File: src/rtl/dps_decoder_serial_pkg.sv
// Shared types and constants for the bit-serial Fibonacci-numeral decoder.
// Holds the FSM state encoding and the default codeword and data widths.
package dps_decoder_serial_pkg;

  typedef enum logic [1:0] {
    ST_IDLE = 2'd0,
    ST_RUN  = 2'd1,
    ST_DONE = 2'd2
  } state_t;

  // Fibonacci number F(n), with F(1) = F(2) = 1
  function automatic int fns_fib(input int n);
    int a;
    int b;
    int t;
    a = 1;
    b = 1;
    for (int i = 2; i < n; i++) begin
      t = a + b;
      a = b;
      b = t;
    end
    return (n <= 2) ? 1 : b;
  endfunction

  // The largest CW-bit codeword decodes to F(CW+2)-1
  function automatic int fns_dw_nominal(input int cw);
    return $clog2(fns_fib(cw + 2));
  endfunction

  localparam int CW_DEF   = 8;
  localparam int DW_DEF   = fns_dw_nominal(CW_DEF);
  localparam int CNTW_DEF = 4;

endpackage

File: src/rtl/dps_decoder_serial_if.sv
// Bus link between the codeword source, the decoder and the data sink.
// The slave modport is the decoder's view of the bus.
interface dps_decoder_serial_if #(
  parameter int CW = 8,
  parameter int DW = 6
);

  logic [CW-1:0] code_in;
  logic          code_valid;
  logic          code_ready;
  logic [DW-1:0] data_out;
  logic          data_valid;
  logic          data_ready;
  logic          ovf;

  modport slave (
    input  code_in,
    input  code_valid,
    output code_ready,
    output data_out,
    output data_valid,
    input  data_ready,
    output ovf
  );

  modport master (
    output code_in,
    output code_valid,
    input  code_ready,
    input  data_out,
    input  data_valid,
    output data_ready,
    input  ovf
  );

endinterface

File: src/rtl/dps_decoder_serial_weight_gen.sv
// Iterative Fibonacci weight generator: o_weight walks 1,1,2,3,5,... one step per i_step.
// The next-weight register sticks at all-ones instead of wrapping.
module dps_decoder_serial_weight_gen #(
  parameter int WW = 8
) (
  input  logic          i_clock,
  input  logic          i_rst_n,
  input  logic          i_load,
  input  logic          i_step,
  output logic [WW-1:0] o_weight
);

  logic [WW-1:0] r_wa;
  logic [WW-1:0] r_wb;
  logic [WW:0]   w_sum;
  logic [WW-1:0] w_wb_nxt;

  assign w_sum    = {1'b0, r_wa} + {1'b0, r_wb};
  assign w_wb_nxt = w_sum[WW] ? {WW{1'b1}} : w_sum[WW-1:0];
  assign o_weight = r_wa;

  always_ff @(posedge i_clock or negedge i_rst_n) begin
    if (!i_rst_n) begin
      r_wa <= '0;
      r_wb <= '0;
    end else if (i_load) begin
      r_wa <= WW'(1);
      r_wb <= WW'(1);
    end else if (i_step) begin
      r_wa <= r_wb;
      r_wb <= w_wb_nxt;
    end
  end

endmodule

File: src/rtl/dps_decoder_serial.sv
// Bit-serial FNS codeword decoder: sums Fibonacci-weighted codeword bits LSB first,
// one bit per cycle, and hands the result to the sink over valid/ready.
//
// state   | meaning
// --------+-----------------------------------------------------------
// ST_IDLE | ready for a codeword; accept latches it and clears the sum
// ST_RUN  | one codeword bit per cycle, CW cycles in total
// ST_DONE | result held on data_out until the sink takes it
module dps_decoder_serial
  import dps_decoder_serial_pkg::*;
#(
  parameter int CW   = CW_DEF,
  parameter int DW   = DW_DEF,
  parameter int CNTW = CNTW_DEF
) (
  input  logic                 i_clock,
  input  logic                 i_rst_n,
  dps_decoder_serial_if.slave  bus
);

  localparam int AW = DW + 2;

  state_t          r_state;
  state_t          w_state_nxt;
  logic [CW-1:0]   r_shift;
  logic [CNTW-1:0] r_cnt;
  logic [AW-1:0]   r_acc;
  logic [AW-1:0]   w_weight;
  logic [AW:0]     w_sum;
  logic [AW-1:0]   w_acc_nxt;
  logic            w_code_ready;
  logic            w_data_valid;
  logic            w_accept;
  logic            w_run;
  logic            w_last;

  assign w_last = (r_cnt == CNTW'(CW - 1));

  always_comb begin
    w_state_nxt  = r_state;
    w_code_ready = 1'b0;
    w_data_valid = 1'b0;
    w_run        = 1'b0;
    case (r_state)
      ST_IDLE: begin
        w_code_ready = 1'b1;
        if (bus.code_valid) w_state_nxt = ST_RUN;
      end
      ST_RUN: begin
        w_run = 1'b1;
        if (w_last) w_state_nxt = ST_DONE;
      end
      ST_DONE: begin
        w_data_valid = 1'b1;
        if (bus.data_ready) w_state_nxt = ST_IDLE;
      end
      default: w_state_nxt = ST_IDLE;
    endcase
  end

  assign w_accept = w_code_ready & bus.code_valid;

  always_ff @(posedge i_clock or negedge i_rst_n) begin
    if (!i_rst_n) r_state <= ST_IDLE;
    else          r_state <= w_state_nxt;
  end

  dps_decoder_serial_weight_gen #(
    .WW (AW)
  ) u_weight_gen (
    .i_clock  (i_clock),
    .i_rst_n  (i_rst_n),
    .i_load   (w_accept),
    .i_step   (w_run),
    .o_weight (w_weight)
  );

  // Top accumulator bit is a sticky flag: set once any sum reaches 2^DW
  assign w_sum     = {1'b0, r_acc} + {1'b0, w_weight};
  assign w_acc_nxt = {r_acc[AW-1] | (|w_sum[AW:DW]), w_sum[DW:0]};

  always_ff @(posedge i_clock or negedge i_rst_n) begin
    if (!i_rst_n) begin
      r_shift <= '0;
      r_cnt   <= '0;
      r_acc   <= '0;
    end else if (w_accept) begin
      r_shift <= bus.code_in;
      r_cnt   <= '0;
      r_acc   <= '0;
    end else if (w_run) begin
      if (r_shift[0]) r_acc <= w_acc_nxt;
      r_shift <= r_shift >> 1;
      r_cnt   <= r_cnt + CNTW'(1);
    end
  end

  assign bus.code_ready = w_code_ready;
  assign bus.data_valid = w_data_valid;
  assign bus.data_out   = r_acc[DW-1:0];
  assign bus.ovf        = r_acc[AW-1];

endmodule

File: src/flat_wrapper.sv
// flat-port wrapper written by rule: the top's interface ports become plain ports
module dps_decoder_serial_flat import dps_decoder_serial_pkg::*;
#(
  parameter int CW   = CW_DEF,
  parameter int DW   = DW_DEF,
  parameter int CNTW = CNTW_DEF
)
  (i_clock, i_rst_n, bus_code_in, bus_code_valid, bus_code_ready, bus_data_out, bus_data_valid, bus_data_ready, bus_ovf);
  dps_decoder_serial_if #(.CW(CW), .DW(DW)) bus_i ();
  input  logic i_clock;
  input  logic i_rst_n;
  input wire logic [$bits(bus_i.code_in)-1:0] bus_code_in;
  input wire logic [$bits(bus_i.code_valid)-1:0] bus_code_valid;
  output wire logic [$bits(bus_i.code_ready)-1:0] bus_code_ready;
  output wire logic [$bits(bus_i.data_out)-1:0] bus_data_out;
  output wire logic [$bits(bus_i.data_valid)-1:0] bus_data_valid;
  input wire logic [$bits(bus_i.data_ready)-1:0] bus_data_ready;
  output wire logic [$bits(bus_i.ovf)-1:0] bus_ovf;
  assign bus_i.code_in = bus_code_in;
  assign bus_i.code_valid = bus_code_valid;
  assign bus_code_ready = bus_i.code_ready;
  assign bus_data_out = bus_i.data_out;
  assign bus_data_valid = bus_i.data_valid;
  assign bus_i.data_ready = bus_data_ready;
  assign bus_ovf = bus_i.ovf;
  dps_decoder_serial #(.CW(CW), .DW(DW), .CNTW(CNTW)) u_core (.i_clock(i_clock), .i_rst_n(i_rst_n), .bus(bus_i));
endmodule
File: config.mk
export PLATFORM = sky130hd
export DESIGN_NAME = dps_decoder_serial_flat
export DESIGN_NICKNAME = d
export VERILOG_FILES = /design/src/rtl/dps_decoder_serial_pkg.sv /design/src/rtl/dps_decoder_serial_if.sv /design/src/rtl/dps_decoder_serial_weight_gen.sv /design/src/rtl/dps_decoder_serial.sv /design/src/flat_wrapper.sv
export SDC_FILE = /design/constraint.sdc
export NUM_CORES = 1
export LEC_CHECK = 0
export CORE_MARGIN = 2
export CORE_UTILIZATION = 50
export DETAILED_ROUTE_END_ITERATION = 10
export PLACE_DENSITY = 0.76
export SYNTH_ARGS = -nofsm -noshare
export SYNTH_HDL_FRONTEND = slang
export SYNTH_SLANG_ARGS = --single-unit
File: constraint.sdc
create_clock -name i_clock -period 3.3 [get_ports i_clock]
set_input_delay 0.66 -clock i_clock [delete_from_list [all_inputs] [get_ports i_clock]]
set_output_delay 0.66 -clock i_clock [all_outputs]
set_load 0.05 [all_outputs]
; After elaboration in Yosys (flattened, before gate mapping)
; Cells that the tools add are included.
; W data, S select, Z words.
[totals]
wordCells = 42
out_inout_bits = 9
register_bits = 38
inputBits = 12
[op_classes]
n_bitwise = 2
reduce_logical = 6
addsub = 3
eq_ne = 6
muxes = 19
[ops]
columns = op, count
row1 = $mux W8, 10
row2 = $add A8 B8 Y9, 2
row3 = $mux W4, 2
row4 = $mux W2, 3
row5 = $pmux W2 S3, 1
row6 = $add A4 B1 Y4 const B, 1
row7 = $eq A4 B3 Y1 const B, 1
row8 = $ne A2 B2 Y1 const B, 2
row9 = $reduce_bool A2 Y1, 2
row10 = $mux W1, 3
row11 = $reduce_and A3 Y1, 1
row12 = $reduce_or A3 Y1, 1
row13 = $eq A2 B1 Y1 const B, 1
row14 = $eq A2 B2 Y1 const B, 1
row15 = $logic_not A2 Y1, 1
row16 = $ne A2 B1 Y1 const B, 1
row17 = $reduce_and A2 Y1, 1
row18 = $and A1 B1 Y1, 1
row19 = $or A1 B1 Y1, 1

; Longest topological paths before layout
[logic_depth]
ltp_word = 6
mapped_depth = 8
ltp_nobuf = 8

; Modules after synthesis
; A second synthesis with hierarchy kept.
[unflattened]
cells_unflattened = 225
hier_area_um2 = 2279.7
[by_module_without_submodules]
columns = module, cells_each, seq_area_each_um2, area_each_um2, instances
row1 = dps_decoder_serial, 135, 550.5, 1301.2, 1
row2 = dps_decoder_serial_weight_gen, 90, 400.4, 978.4, 1

; Worst setup path before layout
; Ideal clock, no wire load.
[synth_timing]
kind = register -> register
startpoint = register u_core.u_weight_gen.r_wa[0] (netlist: u_core.u_weight_gen.o_weight[0])
endpoint = register u_core.u_weight_gen.r_wb[0]
path_buffers = 0
required_ns = 3.162
arrival_time_ns = 1.986
stages_incl_launch_ff = 8
setup_ns = 0.138
period_less_slack_ns = 2.124
path_slack_ns = 1.176
cell_sequence = dfrtp_1 ha_1 fa_1 a21o_1 a221oi_2 nor2_1 a2111oi_4 a21oi_1
[synth_via]
elab_chain_len = 4
[synth_rtl]
columns = item, line
row1 = "start, declared", dps_decoder_serial_weight_gen.sv:13  ; logic [WW-1:0] r_wa;
row2 = "start signal, assigned", dps_decoder_serial_weight_gen.sv:30  ; r_wa <= r_wb;
row3 = $add A8 B8 Y9, dps_decoder_serial_weight_gen.sv:18  ; assign w_sum = {1'b0, r_wa} + {1'b0, r_wb};
row4 = $mux W8, dps_decoder_serial_weight_gen.sv:19  ; assign w_wb_nxt = w_sum[WW] ? {WW{1'b1}} : w_sum[WW-1:0];
row5 = $mux W8, dps_decoder_serial_weight_gen.sv:29  ; end else if (i_step) begin
row6 = $mux W8, dps_decoder_serial_weight_gen.sv:26  ; end else if (i_load) begin
row7 = "end signal, assigned", dps_decoder_serial_weight_gen.sv:31  ; r_wb <= w_wb_nxt;
row8 = "end, declared", dps_decoder_serial_weight_gen.sv:14  ; logic [WW-1:0] r_wb;
; Every way passes these cells. The select of a mux whose other input is x is not followed.
; A chain may end at the register's enable or synchronous reset.

; Worst setup path in the final report
[layout_timing]
startpoint = register u_core.r_state[0]
endpoint = output port bus_code_ready
[layout_via]
elab_chain_len = 2
[layout_rtl]
columns = item, line
row1 = "start, declared", dps_decoder_serial.sv:23  ; state_t r_state;
row2 = "start signal, assigned", dps_decoder_serial.sv:65  ; else r_state <= w_state_nxt;
row3 = $logic_not A2 Y1, dps_decoder_serial.sv:44  ; case (r_state)
row4 = $mux W1, dps_decoder_serial.sv:44
row5 = "end, declared", flat_wrapper.sv:14  ; output wire logic [$bits(bus_i.code_ready)-1:0] bus_code_ready;
; Every way passes these cells.

==> summary.md <==
| Metric | Value |
|---|---|
| Largest net degree at the start of global routing | `39` |
| Min-delay worst type | `in -> async` |
| Max_cap viols | `0` |
| Worst path arrival time | `roughly 1.7 ns` |
| Slew Viols, Final | `0` |
| Std cell rows | `23` |
| Clk_skew | `around 0.0057 ns` |
| Rel. slew slack | `44.6%` |
| Synth top area share | `a little over two fifths` |
| RSZ-0062 raised after global routing | `no` |
| Crit path time final | `approximately 2.4 ns` |
| Synth area leader | `dfrtp_1` |
| Final Hold Fails | `0` |
| CTS root buf | `clkbuf_8` |
| CTS hold repair buffers | `0` |
| GR Overflow Total | `0` |
| Total power draw | `slightly below 3000 uW` |
| GRT Overall Usage | `a little under 20%` |
| Initial DRC Count | `69` |
| Routed WL | `between 4 and 5 mm` |
| Buffers added on ports | `20` |
| Sw frac | `about 47%` |
| Final setup TNS | `0 ns` |
| Die Ht | `about 70 um` |
| Ys async rst share | `100%` |
| CP required | `around 2.6 ns` |
| PostCTS Resize Cnt | `0` |
| Yosys warns | `0` |
| Clock sinks | `38` |
| CTS Buf Count | `5` |
| Post-Synthesis Cells | `~230` |
| Diodes inserted | `0` |
| Fillers | `around 360` |
| Vias in the first global route | `1661` |
| Via count | `1667` |
| Register-to-Register Path Depth | `7` |
| Die area | `between 4000 and 5000 sq um` |
| Post-placement setup slack | `approximately 0.96 ns` |
| Yosys cell types | `39` |
| Worst-skew pair later-pin latency | `roughly 0.29 ns` |
| Worst slew pin tran | `just over 0.8 ns` |
| # H-tree levels | `2` |
| Synthesized Nets | `265` |
| CP Class | `reg -> out` |
| WL/cell | `about 14 um` |
| Initial Util | `a little over half` |
| Fin nets | `280` |
| Drt first pass iters | `4` |
| Mapped Area | `about 2200 sq um` |
| Share of post-route cells with drive strength above 1 | `6.00%` |
| Longest Clk Path Bufs | `2` |
| Top-count cell post-synth | `nand2_1` |
| Psw | `1350 uW` |
| Sequential share of the synthesized area | `43.8%` |
| Synth Flop Type | `dfrtp_1` |
| Comb pwr share | `between 50% and 60%` |
| Final worst path period share | `between 70 and 80%` |
| Number of synthesized flops with an enable pin | `0` |
| Outcome | `completed` |
| Setup WS post-layout | `0.912 ns` |
| Crit end category | `output pin` |
| Syn Area/Cell | `a little over 9 sq um` |
| Placer Congestion | `between 0.8 and 0.9` |
| Maximum vdd drop | `between 500 and 600 uV` |
| Die width | `roughly 70 um` |
| Clock power share | `11.5%` |
| FF+latch count, synth | `38` |
| HPWL after DPL | `2.99 mm` |
| Via-to-Cell Ratio | `between 5 and 6` |
| First-pass GRT wire length | `around 7.6 mm` |
| Initial antenna violation count | `0` |
| IO Pins | `21` |
| CTS tree | `yes` |
| P per Cell Area | `1180 nW/um^2` |
| Drc violations | `0` |
| Core area | `between 4000 and 5000 sq um` |
| Max FO, Critical Path | `4` |
| Setup-failing EPs final | `0` |
| Top post-synthesis cells by count | `nand2_1, dfrtp_1, a21oi_1, o21ai_0, ha_1` |
| Fmax | `roughly 420 MHz` |
| Top area cells in the synthesized netlist | `dfrtp_1, ha_1, nand2_1` |
| Total setup buffers inserted after CTS | `0` |
| Internal Power | `approximately 1500 uW` |
| CTS clock-pin slew for the worst setup and hold paths | `around 0.070 ns` |
| Seq pwr share | `between 20% and 30%` |
| Post-route ant nets | `0` |
| Leak | `~0.0011 uW` |
| Area added between synthesis and finish | `13.4%` |
| Startpoint class of the critical path | `flop` |
cells in the final DEF, fill, tap and decap left out, types with 5 or more instances in the layout:
cell type | Yosys | layout
clkdlybuf4s50_1 | 0 | 19
inv_1 | 6 | 6
ha_1 | 17 | 17
dfrtp_1 | 38 | 38
a21oi_1 | 23 | 23
nor2_1 | 13 | 13
o21ai_0 | 18 | 18
xor2_1 | 5 | 5
a22oi_1 | 7 | 7
clkbuf_8 | 0 | 6
nand2_1 | 47 | 47
kinds of logic (layout without fill, tap and decap cells):
group / Yosys count / count (layout) / synth area share, %
simple gates: 80 / 80 / 15.9
compound gates: 69 / 69 / 20.7
flops: 38 / 38 / 43.8
buf+inv: 20 / 36 / 4.67
fa+ha+maj: 19 / 19 / 11.6
xor+xnor: 7 / 7 / 2.82
mux: 1 / 1 / 0.461
final timing paths:
kind	start	to	slack (ns)
setup / recovery	u_core.r_state[0]	bus_code_ready	0.91
hold / removal	i_rst_n	u_core.r_acc[3]	0.46
setup reg to reg	u_core.u_weight_gen.o_weight[0]	u_core.u_weight_gen.r_wb[1]	0.99
hold reg to reg	u_core.r_shift[6]	u_core.r_shift[6]	0.48
max in group asynchronous	i_rst_n	u_core.u_weight_gen.r_wb[6]	2.31
min in group i_clock	u_core.r_shift[6]	u_core.r_shift[6]	0.48
power by group through the flow:
stage | registers (uW) | logic (uW) | clock network, uW
5_1_grt | 872 | 1970 | 361
2_1_floorplan | 812 | 1410 | 0
3_5_place_dp | 849 | 1730 | 0
6_report | 842 | 1720 | 333
3_3_place_gp | 843 | 1680 | 0
4_1_cts | 841 | 1730 | 342
registers in the layout, summed over array words and instances (netlist names):
signal / flops
u_core.r_acc: 8
u_core.r_cnt: 4
u_core.r_state: 2
u_core.u_weight_gen.r_wb: 8
u_core.u_weight_gen.o_weight: 8
u_core.r_shift: 8
worst max-delay path, stage by stage, from the launching register on:
cell and delay (ns):
dfrtp_1 0.40, nor2_1 0.19, clkdlybuf4s50_1 0.84
layout make-up:
type                            instances  area (sq um)  area share, %
Clock inverter                          2          12.5          0.508
Sequential cell                        38           951           38.6
Tap cell                               50          62.6           2.54
Inverter                                6          22.5          0.915
Timing Repair Buffer                   22           210           8.54
Multi-Input combinational cell        176          1120           45.5
Clock buffer                            6          82.6           3.35
through the flow:
step                      cell area [sq um]  instances  util (%)  hold WS, ns
final                                  2460        300      60.3        0.463
after global routing                   2460        300      60.3        0.513
after detailed placement               2370        292      57.9        0.464
after CTS                              2460        300      60.3        0.483
after global placement                 2370        292      57.9        0.461
after floorplan                        2170        234         -        0.364
per-layer routing:
layer | wire [um] | share of wire, % | up-vias | global-route usage, %
met5 | 0 | 0 | - | 0
met4 | 65 | 1.6 | 0 | 8.33
met3 | 143 | 3.4 | 6 | 4.91
met2 | 1980 | 47 | 29 | 30.5
met1 | 1990 | 48 | 783 | 26.2
li1 | - | - | 849 | -
(Power assumes the default switching activity.)
